File: src/rtl/adap_quan_seq.sv
// rtl/adap_quan_seq.sv - G.726 encoder adaptive quantizer (LOG, SUBTB, QUAN) with a sequential threshold search
// Build option: define ADAP_QUAN_BINSRCH_EN for a fixed-length binary search; default is a linear search.
module adap_quan_seq (
    input  logic        clk,
    input  logic        reset,
    input  logic        START,
    input  logic [15:0] D,
    input  logic [12:0] Y,
    input  logic [1:0]  RATE,
    output logic        BUSY,
    output logic        VALID,
    output logic [4:0]  I
);

    typedef enum logic [1:0] {ST_IDLE, ST_LOG, ST_SRCH, ST_DONE} state_t;

    state_t             state_q, state_d;
    logic [15:0]        d_q, d_d;
    logic [12:0]        y_q, y_d;
    logic [1:0]         rate_q, rate_d;
    logic signed [11:0] dln_q, dln_d;
    logic [4:0]         i_q, i_d;
`ifdef ADAP_QUAN_BINSRCH_EN
    logic [3:0]         acc_q, acc_d;
    logic [3:0]         step_q, step_d;
    logic [3:0]         step_init;
    logic [3:0]         probe;
    logic [3:0]         acc_next;
`else
    logic [3:0]         k_q, k_d;
    logic               below;
`endif

    logic [15:0]        d_abs;
    logic [14:0]        dqm;
    logic [3:0]         exp_v;
    logic [6:0]         mant;
    logic [10:0]        dl;
    logic signed [11:0] dln_calc;
    logic [3:0]         n_val;
    logic               srch_exit;
    logic [3:0]         srch_i;
    logic [4:0]         cw;
    logic               unused_y_lsbs;

    // Decision levels in the log domain, ascending, one table per rate
    function automatic logic signed [11:0] thr(input logic [1:0] r, input logic [3:0] k);
        logic signed [11:0] t;
        t = 12'sd0;
        case (r)
            2'd0: begin
                case (k)
                    4'd0:    t = -12'sd122;
                    4'd1:    t = -12'sd16;
                    4'd2:    t = 12'sd68;
                    4'd3:    t = 12'sd139;
                    4'd4:    t = 12'sd198;
                    4'd5:    t = 12'sd250;
                    4'd6:    t = 12'sd298;
                    4'd7:    t = 12'sd339;
                    4'd8:    t = 12'sd378;
                    4'd9:    t = 12'sd413;
                    4'd10:   t = 12'sd445;
                    4'd11:   t = 12'sd475;
                    4'd12:   t = 12'sd502;
                    4'd13:   t = 12'sd526;
                    4'd14:   t = 12'sd549;
                    default: t = 12'sd0;
                endcase
            end
            2'd1: begin
                case (k)
                    4'd0:    t = -12'sd124;
                    4'd1:    t = 12'sd80;
                    4'd2:    t = 12'sd178;
                    4'd3:    t = 12'sd246;
                    4'd4:    t = 12'sd300;
                    4'd5:    t = 12'sd349;
                    4'd6:    t = 12'sd400;
                    default: t = 12'sd0;
                endcase
            end
            2'd2: begin
                case (k)
                    4'd0:    t = 12'sd8;
                    4'd1:    t = 12'sd218;
                    4'd2:    t = 12'sd331;
                    default: t = 12'sd0;
                endcase
            end
            default: begin
                case (k)
                    4'd0:    t = 12'sd261;
                    default: t = 12'sd0;
                endcase
            end
        endcase
        return t;
    endfunction

    // Number of decision levels for the selected rate
    function automatic logic [3:0] n_of(input logic [1:0] r);
        case (r)
            2'd0:    return 4'd15;
            2'd1:    return 4'd7;
            2'd2:    return 4'd3;
            default: return 4'd1;
        endcase
    endfunction

    // The two low Y bits drop out of Y>>2
    assign unused_y_lsbs = ^y_q[1:0];

    // LOG and SUBTB: magnitude, log2 approximation and scale-factor subtraction
    always_comb begin
        d_abs = d_q[15] ? (~d_q + 16'd1) : d_q;
        dqm   = d_abs[15] ? 15'h7FFF : d_abs[14:0];
        exp_v = 4'd0;
        for (int b = 0; b < 15; b++) begin
            if (dqm[b]) exp_v = 4'(b);
        end
        mant     = 7'({dqm, 7'b0} >> exp_v);
        dl       = {exp_v, mant};
        dln_calc = $signed({1'b0, dl} - {1'b0, y_q[12:2]});
    end

    // QUAN: one threshold compare per SRCH cycle, then codeword mapping
    always_comb begin
        n_val = n_of(rate_q);
`ifdef ADAP_QUAN_BINSRCH_EN
        case (rate_q)
            2'd0:    step_init = 4'd8;
            2'd1:    step_init = 4'd4;
            2'd2:    step_init = 4'd2;
            default: step_init = 4'd1;
        endcase
        probe     = acc_q + step_q - 4'd1;
        acc_next  = (dln_q >= thr(rate_q, probe)) ? (acc_q + step_q) : acc_q;
        srch_exit = (step_q == 4'd1);
        srch_i    = acc_next;
`else
        below     = (dln_q < thr(rate_q, k_q));
        srch_exit = below || (k_q == n_val - 4'd1);
        srch_i    = below ? k_q : n_val;
`endif
        if (d_q[15]) begin
            cw = {n_val, 1'b1} - {1'b0, srch_i};
        end else if (srch_i == 4'd0) begin
            cw = {n_val, 1'b1};
        end else begin
            cw = {1'b0, srch_i};
        end
    end

    // State register
    always_ff @(posedge clk or posedge reset) begin
        if (reset) state_q <= ST_IDLE;
        else       state_q <= state_d;
    end

    // Next-state logic
    always_comb begin
        state_d = state_q;
        case (state_q)
            ST_IDLE: if (START) state_d = ST_LOG;
            ST_LOG:  state_d = ST_SRCH;
            ST_SRCH: if (srch_exit) state_d = ST_DONE;
            ST_DONE: state_d = ST_IDLE;
            default: state_d = ST_IDLE;
        endcase
    end

    // Datapath next values: capture inputs, latch DLN, step the search, latch the codeword
    always_comb begin
        d_d    = d_q;
        y_d    = y_q;
        rate_d = rate_q;
        dln_d  = dln_q;
        i_d    = i_q;
`ifdef ADAP_QUAN_BINSRCH_EN
        acc_d  = acc_q;
        step_d = step_q;
`else
        k_d    = k_q;
`endif
        case (state_q)
            ST_IDLE: begin
                if (START) begin
                    d_d    = D;
                    y_d    = Y;
                    rate_d = RATE;
                end
            end
            ST_LOG: begin
                dln_d = dln_calc;
`ifdef ADAP_QUAN_BINSRCH_EN
                acc_d  = 4'd0;
                step_d = step_init;
`else
                k_d = 4'd0;
`endif
            end
            ST_SRCH: begin
                if (srch_exit) i_d = cw;
`ifdef ADAP_QUAN_BINSRCH_EN
                acc_d  = acc_next;
                step_d = step_q >> 1;
`else
                if (!srch_exit) k_d = k_q + 4'd1;
`endif
            end
            default: ;
        endcase
    end

    // Datapath registers
    always_ff @(posedge clk or posedge reset) begin
        if (reset) begin
            d_q    <= '0;
            y_q    <= '0;
            rate_q <= '0;
            dln_q  <= '0;
            i_q    <= '0;
`ifdef ADAP_QUAN_BINSRCH_EN
            acc_q  <= '0;
            step_q <= '0;
`else
            k_q    <= '0;
`endif
        end else begin
            d_q    <= d_d;
            y_q    <= y_d;
            rate_q <= rate_d;
            dln_q  <= dln_d;
            i_q    <= i_d;
`ifdef ADAP_QUAN_BINSRCH_EN
            acc_q  <= acc_d;
            step_q <= step_d;
`else
            k_q    <= k_d;
`endif
        end
    end

    // Outputs decoded from state; I is the held codeword register
    always_comb begin
        BUSY  = (state_q != ST_IDLE);
        VALID = (state_q == ST_DONE);
        I     = i_q;
    end

endmodule

File: config.mk
export PLATFORM = sky130hd
export DESIGN_NAME = adap_quan_seq
export DESIGN_NICKNAME = d
export VERILOG_FILES = /design/src/rtl/adap_quan_seq.sv
export SDC_FILE = /design/constraint.sdc
export NUM_CORES = 1
export LEC_CHECK = 0
export ABC_AREA = 0
export ABC_CLOCK_PERIOD_IN_PS = 7800
export CAP_MARGIN = 10
export CORE_MARGIN = 1
export CORE_UTILIZATION = 55
export CTS_CLUSTER_SIZE = 8
export DETAILED_ROUTE_END_ITERATION = 8
export MAX_ROUTING_LAYER = met4
export PLACE_DENSITY = 0.76
export SETUP_SLACK_MARGIN = 0.15
export SKIP_CTS_REPAIR_TIMING = 1
export SYNTH_ARGS = -nofsm -noshare
export SYNTH_HDL_FRONTEND = slang
export SYNTH_SLANG_ARGS = --single-unit
File: constraint.sdc
create_clock -name clk -period 7.8 [get_ports clk]
set_input_delay 1.56 -clock clk [delete_from_list [all_inputs] [get_ports clk]]
set_output_delay 1.56 -clock clk [all_outputs]
set_load 0.005 [all_outputs]
==> Yosys cells after proc, flatten, opt, wreduce, memory -nomap -nowiden <==
Memory sizes are Yosys's and may differ from the RTL's.
Index checks and enable logic that the tools add are counted.
{ "word_totals": {"memories": 1, "regBits": 54, "rom_bits": 192, "output_inout_bits": 7} }
{ "classes": {"shift": 1, "magnitude_cmp": 1, "reduce_logical": 11, "mux": 29, "bitwise": 1, "add_sub_neg": 5, "eq_ne": 15} }
{ "memory_table": {"columns": ["memory", "depth", "width", "read_ports", "rd_ports_with_merged_regs", "wr", "line_no", "text"], "rows": [
  ["(name not given)", 16, 12, 1, 0, 0, "52", "case (k)"]
]} }
{ "op_table": {"columns": ["operator", "count"], "rows": [
  ["$pmux W12 S7", 1],
  ["$mux W4", 15],
  ["$pmux W12 S3", 1],
  ["$pmux W9 S3", 1],
  ["$shr A22 B4 Y7", 1],
  ["$add A16 B1 Y16 const B", 1],
  ["$mux W16", 1],
  ["$not A16 Y16", 1],
  ["$mux W15", 1],
  ["$eq A4 B3 Y1 const B", 3],
  ["$lt A12 B12 Y1", 1],
  ["$pmux W4 S3", 1],
  ["$sub A11 B11 Y12", 1],
  ["$mux W5", 2],
  ["$mux W9", 1],
  ["$eq A4 B2 Y1 const B", 2],
  ["$logic_not A4 Y1", 2],
  ["$pmux W2 S4", 1],
  ["$pmux W4 S2", 1],
  ["$reduce_and A2 Y1", 4],
  ["$eq A2 B2 Y1 const B", 3],
  ["$ne A2 B2 Y1 const B", 3],
  ["$sub A5 B4 Y5", 1],
  ["$add A4 B1 Y4 const B", 1],
  ["other kinds (9)", 13]
]} }

==> Depth between registers and ports, before layout <==
Gate-level depths: netlist (run 1).
{ "logic_depth": {"word_depth": 20, "ltp_mapped": 25, "depth_no_buf": 24} }

==> Least setup slack after synthesis (run 1) <==
No wires, ideal clock.
{ "synth_path": {"kind": "reg2reg", "from": "register d_q[5]", "to": "register dln_q[10]", "path_buffers": 1, "stages_incl_launch_ff": 24, "setup_slack_ns": 2.865, "arrival_time_ns": 4.804, "setup_time_ns": 0.131, "path_cell_list": "dfrtp_1 -> or4_4 -> buf_6 -> o41ai_4 -> xor2_2 -> nand2_2 -> o21a_1 -> a31oi_4 -> mux2_2 -> nand2_1 -> and3_1 -> a311oi_1 -> ha_1 -> fa_1 -> nor2b_1 -> o21ai_0 -> a21oi_1 -> o21a_1 -> o21ai_0 -> nand2b_1 -> a21o_1 -> a21oi_1 -> and4b_1 -> or3_1"} }
{ "synth_between": {"elab_chain_len": 20} }
{ "synth_rtl": {"columns": ["element", "line_no", "text"], "rows": [
  ["start, declared", "18", "logic [15:0] d_q, d_d;"],
  ["start signal, assigned", "219", "d_q <= '0;"],
  ["start signal, assigned", "231", "d_q <= d_d;"],
  ["$not A16 Y16", "116", "d_abs = d_q[15] ? (~d_q + 16'd1) : d_q;"],
  ["$add A16 B1 Y16", "116", null],
  ["$mux W16 (*)", "116", null],
  ["$mux W15 (*)", "117", "dqm = d_abs[15] ? 15'h7FFF : d_abs[14:0];"],
  ["$mux W1", "120", "if (dqm[b]) exp_v = 4'(b);"],
  ["$mux W4 (13 in series)", "120", null],
  ["$shr A22 B4 Y7", "122", "mant = 7'({dqm, 7'b0} >> exp_v);"],
  ["$sub A11 B11 Y12 (*)", "124", "dln_calc = $signed({1'b0, dl} - {1'b0, y_q[12:2]});"],
  ["end signal, assigned", "234", "dln_q <= dln_d;"],
  ["end, declared", "21", "logic signed [11:0] dln_q, dln_d;"]
]} }
Mark *: on every way between the ends. The rest lies on a longest branch, timed or not.
A chain may end at the register's enable or synchronous reset.

==> Worst setup path after layout (run 1) <==
{ "layout_path": {"from": "register d_q[5]", "to": "register dln_q[9]"} }
Same word-level chain as after synthesis.

==> run_results.csv, run 1 <==
group,metric,value,unit
floorplan,ioPinCount,41,
timing,clock_skew,9.55,ps
placement,place_hpwl,8.28,mm
floorplan,die_w,95.6,um
yosys,synth_top_cell_area_share,0.270,
critical_path,slowest_stage,"o21ai_2",
placement,gp_congestion,0.945,
layout,num-nets-final,641,
global_route,grt_first_pass_wirelength,18.4,mm
global_route,grt_max_degree,53,
floorplan,num_rows,33,
layout,layout-drive-gt1-share,0.121,
routing,vias,4186,
yosys,ys_top_cells_by_count,"dfrtp_1, a21oi_1, nand2_1",
timing,finalCritPeriodShare,0.764,
critical_path,crit_path_frequent_cell,"a21o_1",
routing,routed_wl,11.0,mm
critical_path,startpoint_type,"flip-flop",
critical_path,path_cells,"or4_4 -> o41ai_2 -> xnor2_1 -> a21oi_1 -> o31ai_2 -> o21ai_2 -> mux2i_1 -> o22ai_1 -> a222oi_1 -> inv_1 -> ha_1 -> nor2b_1 -> o21ai_0 -> nand2b_1 -> a21oi_1 -> o21bai_1 -> a21o_1 -> a21o_1 -> a21o_1 -> a211oi_1 -> o31ai_1",
yosys,yosysMostFrequentCell,"dfrtp_1",
timing,min_period,5960,ps
global_route,antenna_found_initial,0,
placement,post-place-ws,1920,ps
routing,dr.pass1.iters,6,
min_path,hp-class,"reg2reg",
timing,holdWs,512,ps
yosys,avgSynthCellArea,8.71,sq um
critical_path,r2r_setup_slack,1840,ps
routing,drt-vias-per-instance,6.22,
clocking,path_clk_slew,100,ps
yosys,ys_ff_latch,52,
layout,num-fill-cells,713,
yosys,synthCells,553,
routing,wl_per_cell,16.4,um
floorplan,die-height,95.6,um
yosys,synth_area_leaders,"dfrtp_1, ha_1, mux2_2",
timing,worst_slack,1840,ps
yosys,async_flop_share,1.00,
timing,grt_setup_unrepaired,"no",
clocking,clk_path_buf_depth,2,
routing,ant_nets,0,
clocking,clk_latency,310,ps
yosys,synth_edf_count,0,
floorplan,core,8340,sq um
critical_path,cp-end-kind,"flip-flop",
yosys,synth_flop_cell,"dfrtp_1",
floorplan,dieArea,9140,sq um
placement,port_buffers,38,
clocking,htreeDepth,2,
timing,hold_viol,0,
routing,first_iter_violations,228,
yosys,yosysWarnings,0,
yosys,synth_area,4820,sq um
layout,area_delta_synth_final,10.5,%
clocking,clockRootBuffer,"clkbuf_8",
yosys,synth_nets,627,
yosys,synth_top_area_cell,"dfrtp_1",
yosys,synth.distinct_cells,76,
clocking,cts_sinks,52,
timing,slew_violations,0,
timing,tightest_slew,1050,ps
clocking,cts-buffers-inserted,5,
critical_path,cp.required,7990,ps
timing,fmax,168,MHz
routing,drc,0,
floorplan,initial_core_util,0.578,
run_status,status,"complete, no violations",
critical_path,worst-setup-path-type,"reg2reg",
timing,setup_viol,0,
global_route,grt_util_all_layers,0.262,
run,cap_violations,0,
global_route,grt_pass1_vias,3916,
critical_path,slowest_delay,720,ps
critical_path,cp.arrival,6150,ps
yosys,yosysSeqAreaShare,0.270,
global_route,overflow,0,
clocking,cts_tree,"built",
critical_path,crit_fanout,23,
timing,relSlewSlack,0.302,
timing,tns,0,ps
layout,diodes,0,
sequential cells by signal, summed over array words and instances, names as in the netlist:
signal	flops
d_q	16
dln_q	12
I	5
rate_q	2
y_q	11
state_q	2
k_q	4
routing by layer:
layer	wire length, um	part of all wire	GRT usage	vias up
li1	-	-	-	2072
met1	5030	0.46	0.338	1976
met2	5240	0.47	0.421	119
met3	479	0.043	0.0303	19
met4	288	0.026	0.0995	0
met5	0	0	-	-
cells in the final DEF, fill, tap and decap left out, types with 12 or more instances in the layout:
master	n
xor2_1	12
nor3_1	13
mux2i_1	12
o21ai_0	32
mux2_2	38
clkdlybuf4s50_1	38
a21oi_1	41
nand2_1	40
nor2_1	36
dfrtp_1	52
ha_1	38
inv_1	35
worst paths after layout:
path / from / depth (start not counted) / to
max: d_q[5]$_DFFE_PP0P_ / 21 / dln_q[9]$_DFFE_PP0P_
min: y_q[6]$_DFFE_PP0P_ / 1 / y_q[6]$_DFFE_PP0P_
max reg2reg: d_q[5]$_DFFE_PP0P_ / 21 / dln_q[9]$_DFFE_PP0P_
min reg2reg: y_q[6]$_DFFE_PP0P_ / 1 / y_q[6]$_DFFE_PP0P_
max in group asynchronous: reset / 3 / dln_q[0]$_DFFE_PP0P_
min in group asynchronous: reset / 2 / d_q[15]$_DFFE_PP0P_
cell type report:
type,instances,area [sq um],share of cell area
Clock buffer,6,72.6,0.0136
Clock inverter,2,35.0,0.00658
Inverter,40,150,0.0282
Multi-Input combinational cell,428,3230,0.606
Sequential cell,52,1300,0.244
Tap cell,105,131,0.0247
Timing Repair Buffer,40,408,0.0766
worst max-delay path: cells and delay by family (launching register included):
family          cells  cell delay, ps
compound gates     14            3580
simple gates        3             870
flops               1             440
mux                 1             320
fa+ha+maj           1             280
xor+xnor            1             250
buf+inv             1             100
cell families (layout without fill, tap and decap cells):
logic type | after synthesis | in the layout | share of synthesized area
compound gates | 165 | 165 | 0.245
simple gates | 149 | 149 | 0.156
buf+inv | 73 | 88 | 0.0605
mux | 53 | 53 | 0.122
flops | 52 | 52 | 0.270
fa+ha+maj | 40 | 40 | 0.107
xor+xnor | 21 | 21 | 0.0397
stage by stage:
step / area, sq um / utilization / instances
floorplan: 4820 / - / 553
global placement: 5200 / 0.623 / 664
detailed placement: 5200 / 0.623 / 664
CTS: 5300 / 0.636 / 672
global route: 5320 / 0.638 / 673
finish: 5320 / 0.638 / 673
Power of run 1 is left out: the tool's default activity adds up to more than one toggle a clock period on the data nets, which glitch-free logic cannot reach.
==> run 2: changes to the inputs <==
--- a/config.mk
+++ b/config.mk
@@ -6,14 +6,14 @@
 export NUM_CORES = 1
 export LEC_CHECK = 0
 export ABC_AREA = 0
-export ABC_CLOCK_PERIOD_IN_PS = 7800
+export ABC_CLOCK_PERIOD_IN_PS = 5200
 export CAP_MARGIN = 10
 export CORE_MARGIN = 1
-export CORE_UTILIZATION = 55
+export CORE_UTILIZATION = 54
 export CTS_CLUSTER_SIZE = 8
 export DETAILED_ROUTE_END_ITERATION = 8
 export MAX_ROUTING_LAYER = met4
-export PLACE_DENSITY = 0.76
+export PLACE_DENSITY = 0.78
 export SETUP_SLACK_MARGIN = 0.15
 export SKIP_CTS_REPAIR_TIMING = 1
 export SYNTH_ARGS = -nofsm -noshare
==> constraint.sdc (replaced) <==
create_clock -name clk -period 5.2 [get_ports clk]
set_input_delay 1.04 -clock clk [delete_from_list [all_inputs] [get_ports clk]]
set_output_delay 1.04 -clock clk [all_outputs]
set_load 0.005 [all_outputs]
==> run_results.csv, run 2 (same netlist as run 1, synthesis figures left out) <==
group,metric,value,unit
run_status,status,"finished with violations",
run_status,violations,"negative setup slack",
global_route,antenna_found_initial,0,
clocking,clk_path_buf_depth,2,
critical_path,path_cells,"or4_4 -> o41ai_4 -> xor2_1 -> nand4_1 -> a31oi_1 -> o21ai_4 -> buf_6 -> buf_6 -> inv_4 -> nand2_1 -> and3_1 -> a311oi_2 -> ha_2 -> fa_2 -> nor2b_2 -> o21ai_2 -> a21oi_2 -> o21a_1 -> o21ai_1 -> nand2b_1 -> a21o_1 -> a21oi_2 -> nor3_1 -> or3_1",
layout,area_delta_synth_final,25.3,%
critical_path,cp-end-kind,"flip-flop",
floorplan,initial_core_util,0.555,
routing,routed_wl,12.9,mm
timing,worst_slack,-84.6,ps
min_path,hp-class,"reg2reg",
timing,finalCritPeriodShare,1.02,
timing,min_period,5280,ps
timing,slew_violations,0,
placement,port_buffers,38,
routing,drt-vias-per-instance,6.17,
critical_path,crit_fanout,9,
timing,hold_viol,0,
clocking,path_clk_slew,100,ps
layout,mostFrequentLayoutCells,"buf_4, dfrtp_1, nand2_1",
floorplan,num_rows,34,
critical_path,cp.required,5390,ps
layout,num-nets-final,705,
layout,largest_reg_flops,16,
placement,gp_congestion,0.946,
routing,first_iter_violations,255,
critical_path,slowest_delay,640,ps
clocking,cts-buffers-inserted,5,
global_route,grt_max_degree,53,
critical_path,cp.arrival,5480,ps
critical_path,startpoint_type,"flip-flop",
timing,grt_setup_unrepaired,"yes",
global_route,grt_util_all_layers,0.281,
floorplan,ioPinCount,41,
critical_path,r2r_setup_slack,-80,ps
run,cap_violations,0,
clocking,cts_tree,"built",
routing,vias,4562,
layout,reg.largest.list,"d_q x16, dln_q x12, y_q x11",
timing,setup_viol,1,
global_route,grt_pass1_vias,4251,
floorplan,die-height,96.5,um
clocking,cts_sinks,52,
floorplan,die_w,96.5,um
routing,ant_nets,0,
layout,diodes,0,
routing,dr.pass1.iters,5,
timing,relSlewSlack,0.564,
layout,mostFrequentLayoutCell,"buf_4",
timing,fmax,189,MHz
clocking,htreeDepth,2,
timing,clock_skew,12.0,ps
critical_path,worst-setup-path-type,"reg2reg",
critical_path,slowest_stage,"or4_4",
routing,drc,0,
floorplan,core,8680,sq um
routing,wl_per_cell,17.5,um
timing,tightest_slew,654,ps
placement,place_hpwl,9.42,mm
global_route,overflow,0,
clocking,clk_latency,310,ps
global_route,grt_first_pass_wirelength,19.9,mm
floorplan,dieArea,9300,sq um
layout,layout-drive-gt1-share,0.258,
layout,largest-register,"d_q",
clocking,clockRootBuffer,"clkbuf_8",
layout,final_util,0.696,
-- run 2: changes by cell type in the layout (fill, tap and decap cells not counted), sizes merged --
cell,change
buf,+64
bufinv,+1
clkbuf,-1
clkinv,-1
-- run 2: cell type report --
cell class | instances | area, sq um
Clock inverter | 2 | 60.1
Tap cell | 108 | 135
Sequential cell | 52 | 1300
Inverter | 40 | 155
Clock buffer | 5 | 68.8
Fill cell | 697 | 2640
Multi-Input combinational cell | 428 | 3410
Timing Repair Buffer | 104 | 903
-- run 2: routing by layer --
layer | share of wire | global-route usage | vias up
met3 | 0.044 | 0.0274 | 25
met5 | 0 | - | -
met4 | 0.022 | 0.0870 | 0
li1 | - | - | 2189
met2 | 0.53 | 0.486 | 154
met1 | 0.41 | 0.347 | 2194
-- run 2: worst paths after layout --
check                              startpoint  depth (start not counted)                endpoint
setup reg to reg           d_q[6]$_DFFE_PP0P_                         24   dln_q[10]$_DFFE_PP0P_
setup / recovery           d_q[6]$_DFFE_PP0P_                         24   dln_q[10]$_DFFE_PP0P_
max in group asynchronous               reset                          3      d_q[0]$_DFFE_PP0P_
min in group asynchronous               reset                          2  state_q[0]$_DFFE_PP0P_
hold reg to reg              I[0]$_DFFE_PP0P_                          1        I[0]$_DFFE_PP0P_
hold / removal               I[0]$_DFFE_PP0P_                          1        I[0]$_DFFE_PP0P_
-- run 2: stage by stage --
step                      hold WS (ps)  setup WS (ps)  cell area (sq um)  setup TNS (ps)  cells
final                              513          -84.6               6040           -84.6    739
after CTS                          518           -218               5750            -625    730
after floorplan                    458            265               4820               0    553
after global placement             489          -12.3               5620           -19.9    723
after global routing               537           -247               6040            -626    739
after detailed placement           496           -165               5620            -401    723
-- run 2: worst max-delay path: cells and delay by family (launching register included) --
family                     cells  cell delay [ps]
buffers and inverters          3              350
xor gates and xnor gates       1              300
AOI/OAI and AO/OA             10             2050
DFF                            1              390
adders and majority gates      2              500
and+or+nand+nor                8             1580
Power of run 2 is left out for the same reason.
==> run 3: changes to the inputs <==
--- a/config.mk
+++ b/config.mk
@@ -9,11 +9,12 @@
 export ABC_CLOCK_PERIOD_IN_PS = 5200
 export CAP_MARGIN = 10
 export CORE_MARGIN = 1
-export CORE_UTILIZATION = 54
+export CORE_UTILIZATION = 55
 export CTS_CLUSTER_SIZE = 8
 export DETAILED_ROUTE_END_ITERATION = 8
+export DONT_BUFFER_PORTS = 1
 export MAX_ROUTING_LAYER = met4
-export PLACE_DENSITY = 0.78
+export PLACE_DENSITY = 0.73
 export SETUP_SLACK_MARGIN = 0.15
 export SKIP_CTS_REPAIR_TIMING = 1
 export SYNTH_ARGS = -nofsm -noshare
==> run_results.csv, run 3 (same netlist as run 1, synthesis figures left out) <==
group,metric,value,unit
layout,mostFrequentLayoutCell,"buf_4",
min_path,whs_endpoint,"y_q[6]$_DFFE_PP0P_",
timing,slew_violations,0,
floorplan,initial_core_util,0.578,
placement,port_buffers,0,
critical_path,r2r_setup_slack,50,ps
critical_path,cp.arrival,5350,ps
floorplan,core,8340,sq um
routing,first_iter_violations,339,
floorplan,die_w,95.6,um
placement,dpl_cell_area,5180,sq um
floorplan,die-height,95.6,um
clocking,cts_sinks,52,
global_route,grt_first_pass_wirelength,19.1,mm
min_path,hold_path_depth,1,
clocking,clockRootBuffer,"clkbuf_8",
critical_path,r2r-end,"dln_q[10]$_DFFE_PP0P_",
routing,drt-vias-per-instance,6.33,
timing,fmax,194,MHz
layout,seqCellArea,1300,sq um
layout,num-fill-cells,657,
timing,min_period,5150,ps
timing,grt_setup_unrepaired,"yes",
clocking,clk_latency,310,ps
layout,mostFrequentLayoutCells,"buf_4, dfrtp_1, nand2_1",
clocking,clk_path_buf_depth,2,
layout,reg.largest.list,"d_q x16, dln_q x12, y_q x11",
critical_path,startpoint_type,"flip-flop",
clocking,path_clk_slew,110,ps
critical_path,cp-end-kind,"flip-flop",
global_route,grt_pass1_vias,4003,
routing,wl_per_cell,17.6,um
routing,dr.pass1.iters,5,
routing,drc,0,
routing,routed_wl,12.3,mm
global_route,grt_util_all_layers,0.274,
layout,num-nets-final,668,
placement,place_hpwl,8.83,mm
min_path,min_from,"y_q[6]$_DFFE_PP0P_",
layout,layout-drive-gt1-share,0.287,
routing,vias,4431,
clocking,cts_tree,"built",
run_status,status,"complete, no violations",
layout,diodes,0,
layout,final_util,0.679,
global_route,grt_max_degree,53,
layout,final_area,5670,sq um
global_route,overflow,0,
timing,clock_skew,11.2,ps
timing,finalCritPeriodShare,0.991,
timing,setup_viol,0,
clocking,htreeDepth,2,
critical_path,worst-r2r-cell-count,22,
timing,tightest_slew,682,ps
critical_path,crit_fanout,7,
layout,largest-register,"d_q",
layout,area_delta_synth_final,17.6,%
min_path,hp-class,"reg2reg",
layout,multi_input_area,3430,sq um
clocking,cts-buffers-inserted,5,
timing,relSlewSlack,0.546,
critical_path,cp.required,5400,ps
floorplan,ioPinCount,41,
critical_path,worst-setup-path-type,"reg2reg",
routing,ant_nets,0,
critical_path,reg2reg_from,"d_q[4]$_DFFE_PP0P_",
layout,largest_reg_flops,16,
floorplan,num_rows,33,
timing,hold_viol,0,
floorplan,dieArea,9140,sq um
run,cap_violations,0,
global_route,antenna_found_initial,0,
placement,gp_congestion,0.904,
## run 3: changes by cell type in the layout (fill, tap and decap cells not counted), sizes merged
cell           before  now
clkbuf              5    6
buf                66   67
bufinv              2    1
clkinv              3    4
clkdlybuf4s50      38    0
## run 3: final cells by class
type,instances,share of cell area
multi-input combinational,428,0.605
sequential,52,0.230
timing repair buffer,67,0.0930
inverter,40,0.0269
tap,105,0.0232
clock buffer,6,0.0146
clock inverter,2,0.00684
## run 3: critical path: stages, from the launching register on
cell and delay, ps:
dfrtp_1 390, or4_4 630, o41ai_4 350, xor2_2 290, nand2_2 150, o21a_1 240, a31oi_4 310, mux2_4 370
nand2_1 90, and3_4 180, a311oi_2 50, ha_2 230, fa_2 370, nor2b_2 130, o21ai_2 80, a21oi_2 140
o21a_1 160, o21ai_1 70, nand2b_1 70, a21o_1 160, a21oi_2 80, and4b_1 180, or3_1 330
## run 3: per-stage QoR
stage	setup WS, ps	std cells	hold slack, ps	setup TNS (ps)
floorplan	265	553	458	0
global placement	-17.5	674	490	-27.5
detailed placement	-75.5	674	499	-144
CTS	-119	682	522	-223
global route	-226	700	536	-722
finish	46.9	700	514	0
## run 3: worst max path at each step
stage                     cells after the start                from                     to
after floorplan                              23  d_q[5]$_DFFE_PP0P_  dln_q[10]$_DFFE_PP0P_
after global placement                       22  d_q[5]$_DFFE_PP0P_   dln_q[9]$_DFFE_PP0P_
after detailed placement                     22  d_q[5]$_DFFE_PP0P_  dln_q[10]$_DFFE_PP0P_
after CTS                                    22  d_q[5]$_DFFE_PP0P_  dln_q[10]$_DFFE_PP0P_
after global routing                         25  d_q[0]$_DFFE_PP0P_  dln_q[10]$_DFFE_PP0P_
final                                        22  d_q[4]$_DFFE_PP0P_  dln_q[10]$_DFFE_PP0P_
## run 3: per-layer routing
layer | track usage | wire length [um]
met5 | - | 0
met4 | 0.0821 | 282
met3 | 0.0295 | 725
met2 | 0.449 | 5980
met1 | 0.356 | 5340
Power of run 3 is left out for the same reason.
